==> config.mk <==
export PLATFORM = sky130hd
export DESIGN_NAME = pc_gen
export DESIGN_NICKNAME = d
export VERILOG_FILES = /design/src/rtl/pc_gen_pkg.sv /design/src/rtl/pc_redirect_buf.sv /design/src/rtl/pc_gen.sv
export SDC_FILE = /design/constraint.sdc
export NUM_CORES = 1
export LEC_CHECK = 0
export CAP_MARGIN = 25
export CORE_ASPECT_RATIO = 2
export CORE_MARGIN = 2
export CORE_UTILIZATION = 51
export DETAILED_ROUTE_END_ITERATION = 7
export DONT_BUFFER_PORTS = 1
export PLACE_DENSITY = 0.69
export SYNTH_ARGS = -nofsm -noshare
export SYNTH_HDL_FRONTEND = slang
export SYNTH_SLANG_ARGS = --single-unit
==> constraint.sdc <==
create_clock -name clk -period 2.55 [get_ports clk]
set_input_delay 0.3825 -clock clk [delete_from_list [all_inputs] [get_ports clk]]
set_output_delay 0.3825 -clock clk [all_outputs]
set_load 0.01 [all_outputs]
==> src/rtl/pc_gen_pkg.sv <==
// pc_gen_pkg -- shared types and constants for the fetch PC generator.
//
// Contents:
//   pc_state_e       two-state fetch FSM encoding (PC_IDLE, PC_RUN)
//   STOP / NO_STOP   meaning of a stall vector bit
//   BRANCH / NOT_BRANCH  meaning of the branch flag
//   CHIP_ENABLE / CHIP_DISABLE  instruction memory chip-enable levels
//   is_step_aligned  true when an address has its low log2(STEP) bits clear
//
// Optional feature macro used by the importing files: PC_ALIGN_CHECK_EN.
package pc_gen_pkg;

    typedef enum logic {
        PC_IDLE = 1'b0,
        PC_RUN  = 1'b1
    } pc_state_e;

    localparam logic STOP         = 1'b1;
    localparam logic NO_STOP      = 1'b0;
    localparam logic BRANCH       = 1'b1;
    localparam logic NOT_BRANCH   = 1'b0;
    localparam logic CHIP_ENABLE  = 1'b1;
    localparam logic CHIP_DISABLE = 1'b0;

    // STEP is a power of two, so STEP-1 is exactly the mask of the bits that
    // must be zero for an address to sit on a fetch boundary.
    function automatic logic is_step_aligned(input logic [63:0] addr,
                                             input int unsigned step);
        logic [63:0] mask;
        mask = 64'(step) - 64'd1;
        return (addr & mask) == 64'd0;
    endfunction

endpackage

==> src/rtl/pc_redirect_buf.sv <==
// pc_redirect_buf -- holds one deferred branch target and its valid bit.
//
// A branch that arrives while fetch cannot advance is parked here until the
// PC generator is able to apply it.
//
// Ports:
//   clk        input   clock, state updates on posedge
//   rst        input   synchronous reset, active-low
//   capture_i  input   load target_i and set valid (overwrites any held target)
//   clear_i    input   drop the held target
//   target_i   input   [ADDR_W] target to capture
//   valid_o    output  a target is held
//   target_o   output  [ADDR_W] held target (meaningful only when valid_o)
//
// Optional feature macro in this design: PC_ALIGN_CHECK_EN (not used here).
module pc_redirect_buf #(
    parameter int unsigned ADDR_W = 32
) (
    input  logic              clk,
    input  logic              rst,
    input  logic              capture_i,
    input  logic              clear_i,
    input  logic [ADDR_W-1:0] target_i,
    output logic              valid_o,
    output logic [ADDR_W-1:0] target_o
);

    logic              valid_q, valid_d;
    logic [ADDR_W-1:0] target_q, target_d;

    // Capture wins over clear so a fresh branch is never lost; the parent
    // never asserts both in the same cycle anyway.
    always_comb begin
        valid_d  = valid_q;
        target_d = target_q;
        if (capture_i) begin
            valid_d  = 1'b1;
            target_d = target_i;
        end else if (clear_i) begin
            valid_d  = 1'b0;
        end
    end

    always_ff @(posedge clk) begin
        if (!rst) begin
            valid_q  <= 1'b0;
            target_q <= '0;
        end else begin
            valid_q  <= valid_d;
            target_q <= target_d;
        end
    end

    assign valid_o  = valid_q;
    assign target_o = target_q;

endmodule

==> src/rtl/pc_gen.sv <==
// pc_gen -- instruction fetch program counter generator.
//
// Produces the fetch address and instruction memory chip enable. The PC
// advances by STEP when the pipeline is not stalled (stall[0]) and memory
// accepts the address. Redirects, highest priority first: flush, branch,
// deferred branch target, sequential increment, hold. A branch seen while
// fetch cannot advance is parked in pc_redirect_buf and applied on the next
// advancing cycle.
//
// Handshake: the current pc is consumed by instruction memory on a cycle
// where ce=1 and mem_ready=1 and stall[0]=0 ("adv"); the pc changes only on
// adv or on flush (flush does not wait for mem_ready or stall).
//
// Ports:
//   clk                      input   clock, posedge
//   rst                      input   synchronous reset, active-low
//   stall                    input   [STALL_W] stall vector, only bit 0 used
//   mem_ready                input   memory accepts the current pc
//   flush                    input   exception/eret redirect request
//   new_pc                   input   [ADDR_W] flush target
//   branch_flag_i            input   branch taken
//   branch_target_address_i  input   [ADDR_W] branch target
//   pc                       output  [ADDR_W] current fetch address
//   ce                       output  instruction memory chip enable
//   redirect_pending         output  a deferred branch target is held
//   misalign_o               output  one-cycle pulse for a rejected misaligned
//                                    target (only with PC_ALIGN_CHECK_EN)
//   state_o                  output  FSM state, for observation
//
// Optional feature macro: PC_ALIGN_CHECK_EN -- reject flush/branch targets
// whose low log2(STEP) bits are nonzero and report them on misalign_o.
module pc_gen
    import pc_gen_pkg::*;
#(
    parameter int unsigned     ADDR_W       = 32,
    parameter logic [ADDR_W-1:0] RESET_VECTOR = 32'h0000_0000,
    parameter int unsigned     STEP         = 4,
    parameter int unsigned     STALL_W      = 6
) (
    input  logic               clk,
    input  logic               rst,
    input  logic [STALL_W-1:0] stall,
    input  logic               mem_ready,
    input  logic               flush,
    input  logic [ADDR_W-1:0]  new_pc,
    input  logic               branch_flag_i,
    input  logic [ADDR_W-1:0]  branch_target_address_i,
    output logic [ADDR_W-1:0]  pc,
    output logic               ce,
    output logic               redirect_pending,
`ifdef PC_ALIGN_CHECK_EN
    output logic               misalign_o,
`endif
    output pc_state_e          state_o
);

    localparam logic [ADDR_W-1:0] STEP_INC = ADDR_W'(STEP);

    pc_state_e         state_q, state_d;
    logic [ADDR_W-1:0] pc_q, pc_d;

    logic              adv;
    logic              flush_ok;
    logic              branch_ok;
    logic              buf_capture;
    logic              buf_clear;
    logic              pend_valid;
    logic [ADDR_W-1:0] pend_target;

    // Only stall[0] matters to fetch; the rest of the vector belongs to
    // later stages.
    logic unused_stall;
    assign unused_stall = ^stall;

    assign adv = (state_q == PC_RUN) && (stall[0] == NO_STOP) && mem_ready;

`ifdef PC_ALIGN_CHECK_EN
    logic flush_bad;
    logic branch_bad;
    logic misalign_d, misalign_q;

    assign flush_bad  = flush && !is_step_aligned(64'(new_pc), STEP);
    assign branch_bad = (branch_flag_i == BRANCH)
                        && !is_step_aligned(64'(branch_target_address_i), STEP);
    // A rejected target behaves as if the request had not been raised.
    assign flush_ok   = flush && !flush_bad;
    assign branch_ok  = (branch_flag_i == BRANCH) && !branch_bad;
    // A misaligned branch that a good flush overrides is discarded anyway,
    // so it is not reported.
    assign misalign_d = (state_q == PC_RUN) && !flush_ok && (flush_bad || branch_bad);

    always_ff @(posedge clk) begin
        if (!rst) begin
            misalign_q <= 1'b0;
        end else begin
            misalign_q <= misalign_d;
        end
    end

    assign misalign_o = misalign_q;
`else
    assign flush_ok  = flush;
    assign branch_ok = (branch_flag_i == BRANCH);
`endif

    // Next-state and redirect selection. In IDLE every redirect input is
    // ignored and pc keeps RESET_VECTOR, so the first fetch in RUN is the
    // reset vector.
    always_comb begin
        state_d     = state_q;
        pc_d        = pc_q;
        buf_capture = 1'b0;
        buf_clear   = 1'b0;
        unique case (state_q)
            PC_IDLE: begin
                state_d = PC_RUN;
            end
            PC_RUN: begin
                if (flush_ok) begin
                    pc_d      = new_pc;
                    buf_clear = 1'b1;
                end else if (branch_ok && adv) begin
                    pc_d      = branch_target_address_i;
                    buf_clear = 1'b1;
                end else if (branch_ok) begin
                    buf_capture = 1'b1;
                end else if (pend_valid && adv) begin
                    pc_d      = pend_target;
                    buf_clear = 1'b1;
                end else if (adv) begin
                    // Truncation to ADDR_W gives the modulo-2^ADDR_W wrap.
                    pc_d = pc_q + STEP_INC;
                end
            end
            default: begin
                state_d = PC_IDLE;
            end
        endcase
    end

    always_ff @(posedge clk) begin
        if (!rst) begin
            state_q <= PC_IDLE;
            pc_q    <= RESET_VECTOR;
        end else begin
            state_q <= state_d;
            pc_q    <= pc_d;
        end
    end

    pc_redirect_buf #(
        .ADDR_W (ADDR_W)
    ) u_redirect_buf (
        .clk       (clk),
        .rst       (rst),
        .capture_i (buf_capture),
        .clear_i   (buf_clear),
        .target_i  (branch_target_address_i),
        .valid_o   (pend_valid),
        .target_o  (pend_target)
    );

    assign pc               = pc_q;
    assign ce               = (state_q == PC_RUN) ? CHIP_ENABLE : CHIP_DISABLE;
    assign redirect_pending = pend_valid;
    assign state_o          = state_q;

endmodule

Word level (Yosys, flattened, before mapping)
Cells that the tools add are included.
Storage, ports and cells
  register bits: 66
  output and inout port bits: 35
Cells by class
  $add $sub $neg: 1
  equal/unequal tests: 1
  muxes and demuxes: 18
  bitwise logic cells: 1
  reduce and logical (&&, ||, !) cells: 7
Operator list (number)
  $mux W32: 5
  $add A32 B3 Y32 const B: 1
  $mux W1: 13
  $logic_and A1 B1 Y1: 4
  $reduce_bool A4 Y1: 1
  $ne A3 B2 Y1 const B: 1
  $reduce_and A3 Y1: 1
  $reduce_bool A2 Y1: 1
  $not A1 Y1: 1

Depth between registers and ports, before layout
  word-level depth: 11
  mapped depth: 8
  mapped depth without buffers: 6

By module
Synthesis repeated with hierarchy kept, for this count alone.
Second synthesis, totals
  cells, all modules: 498
  area total of the unflattened synthesis: 4103.9 sq um
Modules (own cells, without submodules)
  pc_gen: times used 1, cells each 392, area an instance 2826.5 sq um, seq. area each 660.6 sq um
  pc_redirect_buf: times used 1, cells each 106, area an instance 1277.5 sq um, seq. area each 660.6 sq um

Worst setup path before layout
No wires, ideal clock.
  path kind: register to register
  from: reg pc_q[2], in the netlist pc[2]
  to: reg pc_q[30], in the netlist pc[30]
  setup time: 0.126 ns
  arrival time: 1.950 ns
  required time: 2.424 ns
  path slack: 0.474 ns
  cell stages (with the launch flop): 8
  buffers on the path: 1
  period minus slack after synthesis: 2.076 ns
  path through: dfxtp_1 > ha_1 > nand4_2 > or4_1 > buf_2 > nor4_2 > mux2i_1 > nand3_1
On the way
  word-level cells in the longest chain between the ends: 6
RTL lines
  start, declared: RTL line pc_gen.sv:60  | logic [ADDR_W-1:0] pc_q, pc_d;
  start signal, assigned: RTL line pc_gen.sv:147  | pc_q <= pc_d;
  $add A32 B3 Y32: RTL line pc_gen.sv:132  | pc_d = pc_q + STEP_INC;
  $mux W32: RTL line pc_gen.sv:130  | end else if (adv) begin
  $mux W32: RTL line pc_gen.sv:127  | end else if (pend_valid && adv) begin
  $mux W32: RTL line pc_gen.sv:125  | end else if (branch_ok) begin
  $mux W32: RTL line pc_gen.sv:122  | end else if (branch_ok && adv) begin
  $mux W32: RTL line pc_gen.sv:119  | if (flush_ok) begin
Every way passes these cells. The select of a mux whose other input is x is not followed.
A chain may end at the register's enable or synchronous reset.

Worst setup path in the final report
Same ends and word-level chain as after synthesis.

==> flow_metrics.env <==
export IMPL_status="finished, final reports clean"
export IMPL_first_pass_iters=6
export IMPL_post_cts_buffers=0
export IMPL_path_clk_slew_ns=0.05
export IMPL_num_rows=46
export IMPL_grt_overflow_total=0
export IMPL_syn_to_final_growth_pct=10.9
export IMPL_cts_hold_buffers=0
export IMPL_rsz0062_at_grt="no"
export IMPL_finalHoldViolCount=0
export IMPL_ys_ff_latch=66
export IMPL_p_leak_uw=0.00162
export IMPL_synth_area_sq_mm=0.00415
export IMPL_via_per_inst=6.76
export IMPL_track_usage=0.324
export IMPL_core_sq_mm=0.00789
export IMPL_required_ns=2.77
export IMPL_fillers=751
export IMPL_path_cells="ha_1, nand4_2, or4_1, nor4_2, mux2i_1, nand3_1"
export IMPL_drive_above_1_share=0.100
export IMPL_clockBufferDepth=2
export IMPL_layout_min_cycle_time_ns=2.32
export IMPL_multi_input_area_sq_mm=0.00262
export IMPL_max_cap_viol_count=0
export IMPL_dpl_cell_area_sq_mm=0.00433
export IMPL_synthMuxAreaShare=0.0169
export IMPL_clock_sinks=66
export IMPL_die_w_um=67.8
export IMPL_cp_top_family="simple AND/OR/NAND/NOR gates"
export IMPL_tightest_slew_ns=0.820
export IMPL_crit_path_top_delay_cell="or4_1"
export IMPL_fin_nets=632
export IMPL_htreeDepth=3
export IMPL_critPathBufInv=0
export IMPL_most_common_layout_cells="118 x nand2_1, 66 x dfxtp_1, 34 x nand3_1, 33 x buf_4, 32 x a21boi_0"
export IMPL_grt_max_degree=81
export IMPL_synth_xor_area_share=0.0169
export IMPL_chipHeight_um=132
export IMPL_synth_simple_area_share=0.318
export IMPL_ys_seq_area_frac=0.318
export IMPL_remaining_drc_errors=0
export IMPL_power_density_mw_per_mm2=578
export IMPL_syn_area_per_cell_sq_um=7.41
export IMPL_grt_pass1_wl_um=21800
export IMPL_cp_end_kind="flip-flop"
export IMPL_syn_nets=636
export IMPL_finalSetupViolations=0
export IMPL_grt_pass1_vias=4367
export IMPL_synth_compound_area_frac=0.276
export IMPL_antenna_found_initial=0
export IMPL_synth_top_family_by_area="simple AND/OR/NAND/NOR gates"
export IMPL_fin_crit_sh=0.911
export IMPL_wl_per_cell_um=21.6
export IMPL_diodes=0
export IMPL_synth_main_ff_cell="dfxtp_1"
export IMPL_wirelength_um=14200
export IMPL_start_util=0.526
export IMPL_yosysWarnings=0
export IMPL_final_common_cell="nand2_1"
export IMPL_clk_latency_ns=0.34
export IMPL_cpPeakStageDelay_ns=0.75
export IMPL_vias=4436
export IMPL_ant_nets=0
export IMPL_tns_ns=0
export IMPL_synth_cell_types=60
export IMPL_cts_tree="yes"
export IMPL_dpl_hpwl_um=10300
export IMPL_synthCells=560
export IMPL_fin_area_sq_mm=0.00460
export IMPL_synthAdderAreaFrac=0.00302
export IMPL_slew_headroom=0.453
export IMPL_io_pins=110
export IMPL_timing_fmax_ghz=0.431
export IMPL_fin_skew_ns=0.00438
export IMPL_place_congestion=0.946
export IMPL_root_buffer="clkbuf_16"
export IMPL_placed_cells=641
export IMPL_slew_violations=0
export IMPL_cts_buffers=9
export IMPL_die_area_sq_mm=0.00892
export IMPL_start_kind="flip-flop"
export IMPL_ir_worst_vdd_v=0.000385
export IMPL_fin_cells=656
export IMPL_post_cts_resized=0
export IMPL_holdWs_ns=0.0855
export IMPL_regArea_sq_mm=0.00132
export IMPL_first_iter_violations=339
export IMPL_cp_arrival_ns=2.54
export IMPL_synth_edf_count=0
export IMPL_path_max_fanout=6
export IMPL_synthArstFlopShare=0
export IMPL_io_buffers=0
export IMPL_hold_class="in -> reg"
export IMPL_critPathKind="reg -> reg"
## cell usage after synthesis (3+ instances only)
library cell | count | area share
a211o_1 | 3 | 0.0063
a211oi_1 | 7 | 0.013
a21boi_0 | 32 | 0.058
a21oi_1 | 14 | 0.017
a221oi_1 | 10 | 0.021
a31oi_1 | 5 | 0.0075
a32o_1 | 4 | 0.0097
and2_1 | 3 | 0.0045
and3_1 | 7 | 0.011
buf_1 | 7 | 0.0063
buf_2 | 8 | 0.0097
clkbuf_1 | 32 | 0.029
dfxtp_1 | 66 | 0.32
inv_1 | 5 | 0.0045
mux2i_1 | 7 | 0.017
nand2_1 | 118 | 0.11
nand2b_1 | 6 | 0.0090
nand3_1 | 34 | 0.041
nand4_1 | 8 | 0.012
nor2_1 | 29 | 0.026
nor2b_1 | 3 | 0.0045
nor3_1 | 17 | 0.021
nor4_1 | 11 | 0.017
nor4b_1 | 5 | 0.011
o211ai_1 | 20 | 0.036
o21a_1 | 7 | 0.013
o21ai_0 | 21 | 0.025
o22ai_1 | 5 | 0.0075
o31a_1 | 3 | 0.0063
o31ai_1 | 10 | 0.018
or3_1 | 7 | 0.011
xnor2_1 | 3 | 0.0063
xor2_1 | 5 | 0.011
## worst paths after layout
path                                                               start  cells after the start  slack, ns                                        to
worst min register to register  u_redirect_buf.target_o[23]$_SDFFE_PN0P_                      2       0.46  u_redirect_buf.target_o[23]$_SDFFE_PN0P_
worst max register to register                        pc[2]$_SDFFE_PN0P_                      6       0.23                       pc[30]$_SDFFE_PN0P_
worst min-delay path                                                 rst                      0       0.09                           state_o$_DFF_P_
worst max-delay path                                  pc[2]$_SDFFE_PN0P_                      6       0.23                       pc[30]$_SDFFE_PN0P_
## layout make-up
type | instances | share of cell area
timing repair buffer | 33 | 0.0539
multi-input combinational | 441 | 0.569
tap | 96 | 0.0261
clock buffer | 13 | 0.0566
clock inverter | 2 | 0.00272
inverter | 5 | 0.00408
sequential | 66 | 0.287
## per-layer routing
layer | routed length (um) | track usage
met2 | 7370 | 0.565
met4 | 1060 | 0.228
met1 | 4750 | 0.320
met5 | 0 | 0
met3 | 996 | 0.0668
## state kept, by name (all words and copies together) (netlist names)
register / count
u_redirect_buf.valid_o: 1
pc: 32
state_o: 1
u_redirect_buf.target_o: 32
## per-stage QoR
| stage | power [uW] | setup slack [ns] | utilization |
|---|---|---|---|
| floorplan | 1430 | 0.474 | - |
| global placement | 1510 | 0.305 | 0.549 |
| detailed placement | 1520 | 0.263 | 0.549 |
| CTS | 2670 | 0.246 | 0.583 |
| global route | 2740 | 0.167 | 0.583 |
| finish | 2660 | 0.228 | 0.583 |
## cells by family after synthesis
kind of cell               Yosys count
AOI/OAI and AO/OA                  158
xor gates and xnor gates             8
adders and majority gates            1
buffers and inverters               53
DFF                                 66
muxes                                7
and+or+nand+nor                    267
## power by group
group	total (uW)	switching [uW]	internal (uW)	leakage [uW]
Sequential	1160	77.0	1090	0.000540
Combinational	338	197	141	0.000946
Clock	1160	453	704	0.000132
Total	2660	727	1930	0.00162
(Power assumes the default switching activity.)
